[config.mk]
export PLATFORM = sky130hd
export DESIGN_NAME = cdc_hs_tx
export DESIGN_NICKNAME = d
export VERILOG_FILES = /design/src/rtl/cdc_hs_tx.sv
export SDC_FILE = /design/constraint.sdc
export NUM_CORES = 1
export LEC_CHECK = 0
export CAP_MARGIN = 10
export CORE_MARGIN = 5
export CORE_UTILIZATION = 44
export CTS_BUF_LIST = sky130_fd_sc_hd__clkbuf_2 sky130_fd_sc_hd__clkbuf_4 sky130_fd_sc_hd__clkbuf_8
export DETAILED_ROUTE_END_ITERATION = 16
export PLACE_DENSITY = 0.86
export SKIP_LAST_GASP = 1
export SLEW_MARGIN = 20
export SYNTH_ARGS = -nofsm -noshare
export SYNTH_HDL_FRONTEND = slang
export SYNTH_SLANG_ARGS = --single-unit
[constraint.sdc]
create_clock -name clk -period 2.5 [get_ports clk]
set_input_delay 0.625 -clock clk [delete_from_list [all_inputs] [get_ports clk]]
set_output_delay 0.625 -clock clk [all_outputs]
set_load 0.05 [all_outputs]
[src/rtl/cdc_hs_tx.sv]
// rtl/cdc_hs_tx.sv - 4-phase req/ack transmitter moving one word at a time into another clock domain
// Optional one-word holding buffer: define CDC_HS_TX_BUF_EN.
module cdc_hs_tx #(
  parameter int DATA_W = 32
) (
  input  logic              clk,
  input  logic              resetn,
  input  logic              in_valid,
  input  logic [DATA_W-1:0] in_data,
  output logic              in_ready,
  output logic              req,
  output logic [DATA_W-1:0] data_out,
  input  logic              ack,
  output logic              tx_done,
  output logic              ack_err
);

  typedef enum logic [1:0] {
    IDLE   = 2'd0,
    REQ_HI = 2'd1,
    REQ_LO = 2'd2
  } state_t;

  state_t            state_q, state_d;
  logic              req_q, req_d;
  logic [DATA_W-1:0] data_q, data_d;
  logic              tx_done_q, tx_done_d;
  logic              ack_err_q, ack_err_d;
  logic              a_r_q, a_rr_q, a_rrr_q;
  logic              ack_sync;
  logic              accept;

`ifdef CDC_HS_TX_BUF_EN
  logic              buf_full_q, buf_full_d;
  logic [DATA_W-1:0] buf_data_q, buf_data_d;

  // A second word may be taken whenever the holding buffer has room; in IDLE it is always empty.
  assign in_ready = (state_q == IDLE) || !buf_full_q;
`else
  // Only an idle transmitter can take a word; pure decode of the state register.
  assign in_ready = (state_q == IDLE);
`endif

  assign accept   = in_valid & in_ready;
  assign ack_sync = a_rrr_q;

  assign req      = req_q;
  assign data_out = data_q;
  assign tx_done  = tx_done_q;
  assign ack_err  = ack_err_q;

  // Three-stage synchronizer for the foreign-domain acknowledge; nothing sits between the stages.
  always_ff @(posedge clk or negedge resetn) begin
    if (!resetn) begin
      a_r_q   <= 1'b0;
      a_rr_q  <= 1'b0;
      a_rrr_q <= 1'b0;
    end else begin
      a_r_q   <= ack;
      a_rr_q  <= a_r_q;
      a_rrr_q <= a_rr_q;
    end
  end

  // Next-state, payload capture and status decode for the 4-phase handshake.
  always_comb begin
    state_d   = state_q;
    data_d    = data_q;
    tx_done_d = 1'b0;
    ack_err_d = ack_err_q | ((state_q == IDLE) & ack_sync);
`ifdef CDC_HS_TX_BUF_EN
    buf_full_d = buf_full_q;
    buf_data_d = buf_data_q;
`endif
    case (state_q)
      IDLE: begin
        // An acknowledge seen here is only flagged; a request waits for a real word.
        if (accept) begin
          data_d  = in_data;
          state_d = REQ_HI;
        end
      end
      REQ_HI: begin
        if (ack_sync) begin
          state_d = REQ_LO;
        end
`ifdef CDC_HS_TX_BUF_EN
        if (accept) begin
          buf_full_d = 1'b1;
          buf_data_d = in_data;
        end
`endif
      end
      REQ_LO: begin
        if (!ack_sync) begin
          tx_done_d = 1'b1;
          state_d   = IDLE;
`ifdef CDC_HS_TX_BUF_EN
          // Chain straight into the next request so no idle cycle is spent between words.
          if (buf_full_q) begin
            data_d     = buf_data_q;
            buf_full_d = 1'b0;
            state_d    = REQ_HI;
          end else if (accept) begin
            data_d  = in_data;
            state_d = REQ_HI;
          end
`endif
        end
`ifdef CDC_HS_TX_BUF_EN
        else if (accept) begin
          buf_full_d = 1'b1;
          buf_data_d = in_data;
        end
`endif
      end
      default: begin
        state_d = IDLE;
      end
    endcase
    // req is registered alongside the state so it toggles on the same edge and never glitches.
    req_d = (state_d == REQ_HI);
  end

  // State, request, payload and status registers.
  always_ff @(posedge clk or negedge resetn) begin
    if (!resetn) begin
      state_q   <= IDLE;
      req_q     <= 1'b0;
      data_q    <= '0;
      tx_done_q <= 1'b0;
      ack_err_q <= 1'b0;
    end else begin
      state_q   <= state_d;
      req_q     <= req_d;
      data_q    <= data_d;
      tx_done_q <= tx_done_d;
      ack_err_q <= ack_err_d;
    end
  end

`ifdef CDC_HS_TX_BUF_EN
  // Holding buffer for a word offered while a handshake is in flight.
  always_ff @(posedge clk or negedge resetn) begin
    if (!resetn) begin
      buf_full_q <= 1'b0;
      buf_data_q <= '0;
    end else begin
      buf_full_q <= buf_full_d;
      buf_data_q <= buf_data_d;
    end
  end
`endif

endmodule
==> Implementation_results.wiki, run 1 <==
{| class="wikitable"
! Metric !! Value
|-
| Result of the run || finished clean
|-
| Warning count from the yosys run || 0
|-
| Half-perimeter wire length after detailed placement || 2540 um
|-
| Longest individual stage delay on the worst path || 0.83 ns
|-
| Clk_skew || 0.00573 ns
|-
| Antenna violations before repair || 0
|-
| Diodes inserted || 0
|-
| Share of the clock period used by the worst path after layout || 86.9%
|-
| CTS sink count || 40
|-
| Clock buffer count from CTS || 5
|-
| Max-cap violations || 0
|-
| Worst hold path class || reg -> reg
|-
| Total via count in the routed design || 962
|-
| Sequential cell area fraction in the yosys report || 68.1%
|-
| Largest fanout on the critical path || 2
|-
| Worst slack, placed || 0.426 ns
|-
| DRC violation count after routing || 0
|-
| Data required time at the worst endpoint || 1.88 ns
|-
| Number of primary I/O pins || 72
|-
| Clk Latency, worst-skew pair || 0.33 ns
|-
| Pin count of the biggest net entering global routing || 41
|-
| Effective utilization at floorplan || 44.8%
|-
| Synthesized instance count || 85
|-
| Worst slew pin tran || 0.854 ns
|-
| Slack of the worst reg-to-reg path || 1.05 ns
|-
| GRT Total Usage || 15.3%
|-
| Number of buffers and inverters on the critical path || 1
|-
| Number of detailed-route iterations in the first pass || 2
|-
| Final-report setup violation count || 0
|-
| Fraction of final layout cells with drive strength greater than 1 || 25.3%
|-
| Highest attainable clock frequency || 0.460 GHz
|-
| Number of buffers added on ports || 71
|-
| Crit end category || output port
|-
| Routed len/inst || 15.7 um
|-
| Die Outline Area || 0.00460 mm2
|-
| Arrival time of data at the critical path endpoint || 1.55 ns
|-
| TritonCTS clock tree || built
|-
| H-tree lvl count || 2
|-
| Kind of critical path || reg -> out
|-
| Clock-pin slew on the worst setup and hold paths || 0.11 ns
|-
| Std-Cell Rows || 21
|-
| Largest buffer count on any clock path || 2
|-
| Least setup slack across all paths after layout || 0.328 ns
|-
| Setup repair after global routing missed its margin || false
|-
| Series of cell instances along the critical path || clkdlybuf4s50_1
|-
| Chip Width || 67.8 um
|-
| Area delta synth->final || 55.7%
|-
| CP max-delay cell || sky130_fd_sc_hd__clkdlybuf4s50_1
|-
| Core region area || 0.00328 mm2
|-
| Final wirelength || 3280 um
|-
| Hold Vio Cnt, Final || 0
|-
| Netlist cell types || 12
|-
| Cell area after synthesis || 0.00147 mm2
|-
| Total overflow reported by the global router || 0
|-
| Vias/cell || 4.63
|-
| Vias in the first global route || 1026
|-
| Hold buffer count at CTS || 0
|-
| Sum Neg Setup Slack || 0 ns
|-
| Mean instance size in the synthesized netlist || 17.3 um2
|-
| Final weighted congestion in routability-driven placement || 0.646
|-
| Initial detailed-routing violation count || 58
|-
| Cell area reported after detailed placement || 0.00222 mm2
|-
| CP startpoint kind || flip-flop
|-
| Crit path time final || 2.17 ns
|-
| Fin. max-slew vios || 0
|-
| Clock Root Buffer || sky130_fd_sc_hd__clkbuf_4
|-
| Remaining antenna violation count after routing || 0
|-
| Crit-path leading delay family || buffers and inverters
|-
| Headroom to the max-slew limit || 43.1%
|-
| Cell area after layout || 0.00229 mm2
|-
| Wire length of the first global-routing pass || 4970 um
|-
| Floorplan die height || 67.8 um
|-
| Yosys reg bits || 40
|-
| Final net count || 197
|-
| Nets in the synthesized netlist || 121
|}
-- registers in the layout, summed over array words and instances, names as in the netlist --
name,flops
a_rrr_q,1
ack_err,1
a_rr_q,1
data_out,32
tx_done,1
state_q,2
req,1
a_r_q,1
-- layer usage --
metal  share of wire, %  up-vias  wire length, um  GRT usage [%]
met5                  0        -                0              0
met4                2.0        0               65           8.93
met3                9.6        6              316           4.99
met2                 50       48             1640           25.6
met1                 38      459             1250           16.8
li1                   -      449                -              -
-- placed cells by master (no fill, tap or decap) --
master / count
sky130_fd_sc_hd__nand2b_1: 2
sky130_fd_sc_hd__mux2_2: 30
sky130_fd_sc_hd__nor3b_4: 1
sky130_fd_sc_hd__buf_2: 1
sky130_fd_sc_hd__nor3b_1: 1
sky130_fd_sc_hd__clkbuf_8: 1
sky130_fd_sc_hd__a21o_1: 1
sky130_fd_sc_hd__nor2_1: 1
sky130_fd_sc_hd__mux2_1: 2
sky130_fd_sc_hd__xor2_1: 1
sky130_fd_sc_hd__clkdlybuf4s50_1: 69
sky130_fd_sc_hd__clkbuf_4: 7
sky130_fd_sc_hd__dfrtp_1: 40
sky130_fd_sc_hd__and2_1: 1
sky130_fd_sc_hd__buf_12: 1
sky130_fd_sc_hd__dlymetal6s2s_1: 1
sky130_fd_sc_hd__a21oi_1: 2
-- final timing paths --
| path | start | to | depth (start not counted) |
|---|---|---|---|
| max | data_out[30] | data_out[30] | 1 |
| min | a_rr_q | a_rrr_q | 0 |
| min reg2reg | a_rr_q | a_rrr_q | 0 |
| max reg2reg | state_q[0] | data_out[1] | 3 |
| max in group asynchronous | resetn | data_out[9] | 1 |
| min in group asynchronous | resetn | tx_done | 1 |
-- through the flow --
| stage | cells | hold slack [ns] | util [%] |
|---|---|---|---|
| floorplan | 85 | 0.329 | - |
| CTS | 208 | 0.355 | 69.6 |
| global placement | 200 | 0.332 | 67.6 |
| finish | 208 | 0.349 | 69.7 |
| global route | 208 | 0.357 | 69.7 |
| detailed placement | 200 | 0.335 | 67.6 |
-- kinds of logic (layout without fill, tap and decap cells) --
group | after synthesis | after routing | share of synthesized area, %
flops | 40 | 40 | 68.1
mux | 32 | 32 | 24.5
buf+inv | 3 | 80 | 2.30
simple gates | 6 | 6 | 3.32
xor+xnor | 1 | 1 | 0.596
compound gates | 3 | 3 | 1.19
-- timing repair --
action,in CTS,in global routing
resized for setup,0,1
setup buffers,0,0
endpoints found under the hold margin,0,0
setup endpoints to repair,0,1
-- final cells by class --
| cell class | instances | area (um2) |
|---|---|---|
| Multi-Input combinational cell | 42 | 435 |
| Fill cell | 243 | 996 |
| Timing Repair Buffer | 72 | 728 |
| Sequential cell | 40 | 1000 |
| Clock buffer | 8 | 66.3 |
| Tap cell | 46 | 57.6 |
-- cells in the mapped netlist (all sizes together) --
library cell | n | share of area (%)
a21oi | 2 | 0.68
nor3b | 2 | 1.8
mux2 | 32 | 25
xor2 | 1 | 0.60
a21o | 1 | 0.51
buf | 3 | 2.3
nand2b | 2 | 0.85
dfrtp | 40 | 68
nor2 | 1 | 0.26
and2 | 1 | 0.43
Power of run 1 is not shown: default switching activity piles up to over one toggle a cycle in this logic, so the estimate is an artifact.
==> run 2: changes to the inputs <==
- CELL_PAD_IN_SITES_DETAIL_PLACEMENT: unset -> 0
- CELL_PAD_IN_SITES_GLOBAL_PLACEMENT: unset -> 2
- CORE_UTILIZATION: 44 -> 29
- PLACE_DENSITY: 0.86 -> 0.91
==> run 2 against run 1 <==
Net effect: global-route usage decreased by 4.6 points; final cell count up 12%; critical path depth increased by 1; setup slack got worse by 0.18 ns; die area up 43%; clock-buffer cell count decreased by 2; critical path type unchanged; critical endpoint is now in_ready; highest routed layer unchanged.
==> Implementation_results.wiki, run 2 (synthesis results as in run 1) <==
{| class="wikitable"
! Metric !! Value
|-
| Result of the run || finished clean
|-
| Largest buffer count on any clock path || 2
|-
| Sum Neg Setup Slack || 0 ns
|-
| Hold Vio Cnt, Final || 0
|-
| Final-report setup violation count || 0
|-
| Vias/cell || 4.20
|-
| Highest attainable clock frequency || 0.424 GHz
|-
| Headroom to the max-slew limit || 40.2%
|-
| Area delta synth->final || 58.2%
|-
| Worst hold path class || reg -> reg
|-
| Least setup slack across all paths after layout || 0.144 ns
|-
| Grt met1 use || 11.9%
|-
| DRC violation count after routing || 0
|-
| Fraction of final layout cells with drive strength greater than 1 || 25.3%
|-
| Number of buffers added on ports || 71
|-
| TritonCTS clock tree || built
|-
| Most common cell after layout, fill and taps aside || sky130_fd_sc_hd__clkdlybuf4s50_1
|-
| Clock buffer count from CTS || 5
|-
| Initial detailed-routing violation count || 18
|-
| Worst slack, placed || 0.367 ns
|-
| Arrival time of data at the critical path endpoint || 1.73 ns
|-
| Setup repair after global routing missed its margin || false
|-
| Post-CTS repair timing setup buffer count || 0
|-
| Kind of critical path || reg -> out
|-
| Routing layer with the top usage in global route || met2
|-
| Core utilization of the finished layout || 46.4%
|-
| Clock Root Buffer || sky130_fd_sc_hd__clkbuf_8
|-
| GRT Total Usage || 10.7%
|-
| Leading cell types in the layout, fill and taps excluded || 70 x sky130_fd_sc_hd__clkdlybuf4s50_1, 40 x sky130_fd_sc_hd__dfrtp_1, 30 x sky130_fd_sc_hd__mux2_2
|-
| Remaining antenna violation count after routing || 0
|-
| Wire length of the first global-routing pass || 5250 um
|-
| Fraction of met2 tracks used by global routing || 18.3%
|-
| Hold buffer count at CTS || 0
|-
| Met3 layer usage reported by global route || 4.55%
|-
| Number of detailed-route iterations in the first pass || 2
|-
| CP startpoint kind || flip-flop
|-
| FF/Latch Area || 0.00100 mm2
|-
| Clock-pin slew on the worst setup and hold paths || 0.07 ns
|-
| Effective utilization at floorplan || 29.3%
|-
| CTS sink count || 40
|-
| Total overflow reported by the global router || 0
|-
| Routed len/inst || 14.3 um
|-
| Pin count of the biggest net entering global routing || 41
|-
| Max-cap violations || 0
|-
| Half-perimeter wire length after detailed placement || 2550 um
|-
| Final net count || 198
|-
| Largest fanout on the critical path || 6
|-
| Clk Latency, worst-skew pair || 0.28 ns
|-
| Share of the clock period used by the worst path after layout || 94.3%
|-
| Total via count in the routed design || 974
|-
| Vias in the first global route || 1047
|-
| Number of instances resized during post-cts repair || 0
|-
| Area used by multi-input combinational logic || 435 um2
|-
| Antenna violations before repair || 0
|-
| Final wirelength || 3320 um
|-
| # fillers || 476
|-
| H-tree lvl count || 2
|-
| Crit path time final || 2.36 ns
|-
| Number of primary I/O pins || 72
|-
| Data required time at the worst endpoint || 1.88 ns
|-
| Die Outline Area || 0.00659 mm2
|-
| Chip Width || 81.2 um
|-
| Floorplan die height || 81.2 um
|-
| Diodes inserted || 0
|-
| Fin. max-slew vios || 0
|-
| Final weighted congestion in routability-driven placement || 0.660
|-
| Core region area || 0.00501 mm2
|-
| Std-Cell Rows || 26
|-
| Crit end category || output port
|-
| Clk_skew || 0.00446 ns
|-
| Worst slew pin tran || 0.897 ns
|-
| Number of flip-flops in the largest register || 32
|}
[run 2: worst max-delay path, stage by stage, from the launching register on]
cell and delay [ns]:
sky130_fd_sc_hd__dfrtp_1 0.46, sky130_fd_sc_hd__nor2_1 0.16, sky130_fd_sc_hd__clkdlybuf4s50_1 0.83
[run 2: path summary, 6_finish.rpt]
check                           slack [ns]  depth (start not counted)        from            to
max in group asynchronous             1.47                          1      resetn  data_out[15]
worst min register to register        0.35                          0      a_rr_q       a_rrr_q
worst max-delay path                  0.14                          2  state_q[0]      in_ready
worst min-delay path                  0.35                          0      a_rr_q       a_rrr_q
min in group asynchronous             0.47                          1      resetn  data_out[24]
worst max register to register        0.99                          3  state_q[0]  data_out[22]
[run 2: cell type report]
| type | instances | share of cell area (%) |
|---|---|---|
| Timing Repair Buffer | 73 | 31.0 |
| Multi-Input combinational cell | 42 | 18.7 |
| Tap cell | 70 | 3.77 |
| Sequential cell | 40 | 43.0 |
| Clock inverter | 1 | 0.215 |
| Clock buffer | 6 | 3.28 |
[run 2: metrics by stage]
stage               hold slack [ns]  cells  instance area (um2)
floorplan                     0.329     85                 1470
global placement              0.331    225                 2240
detailed placement            0.336    225                 2240
CTS                           0.351    232                 2330
global route                  0.362    232                 2330
finish                        0.348    232                 2330
[run 2: layer usage]
layer / wire length (um) / part of all wire (%) / up-vias
li1: - / - / 448
met1: 1330 / 40 / 478
met2: 1700 / 51 / 46
met3: 287 / 8.6 / 2
met4: 10 / 0.30 / 0
met5: 0 / 0 / -
Power of run 2 is left out for the same reason.
==> run 3: changes to the inputs <==
--- a/config.mk
+++ b/config.mk
@@ -14,5 +14,4 @@
 export DETAILED_ROUTE_END_ITERATION = 16
 export PLACE_DENSITY = 0.91
-export SKIP_LAST_GASP = 1
 export SLEW_MARGIN = 20
 export SYNTH_ARGS = -nofsm -noshare
==> constraint.sdc (replaced) <==
create_clock -name clk -period 2.5 [get_ports clk]
set_input_delay 0.5 -clock clk [delete_from_list [all_inputs] [get_ports clk]]
set_output_delay 0.5 -clock clk [all_outputs]
set_load 0.05 [all_outputs]
==> results of run 3 <==
The final DEF is identical to that of run 2. Status: finished clean.
Main changes from that run: setup slack after placement 0.367 ns -> 0.492 ns; setup slack after layout 0.144 ns -> 0.269 ns; hold slack 0.348 ns -> 0.345 ns
Power of run 3 is left out for the same reason.
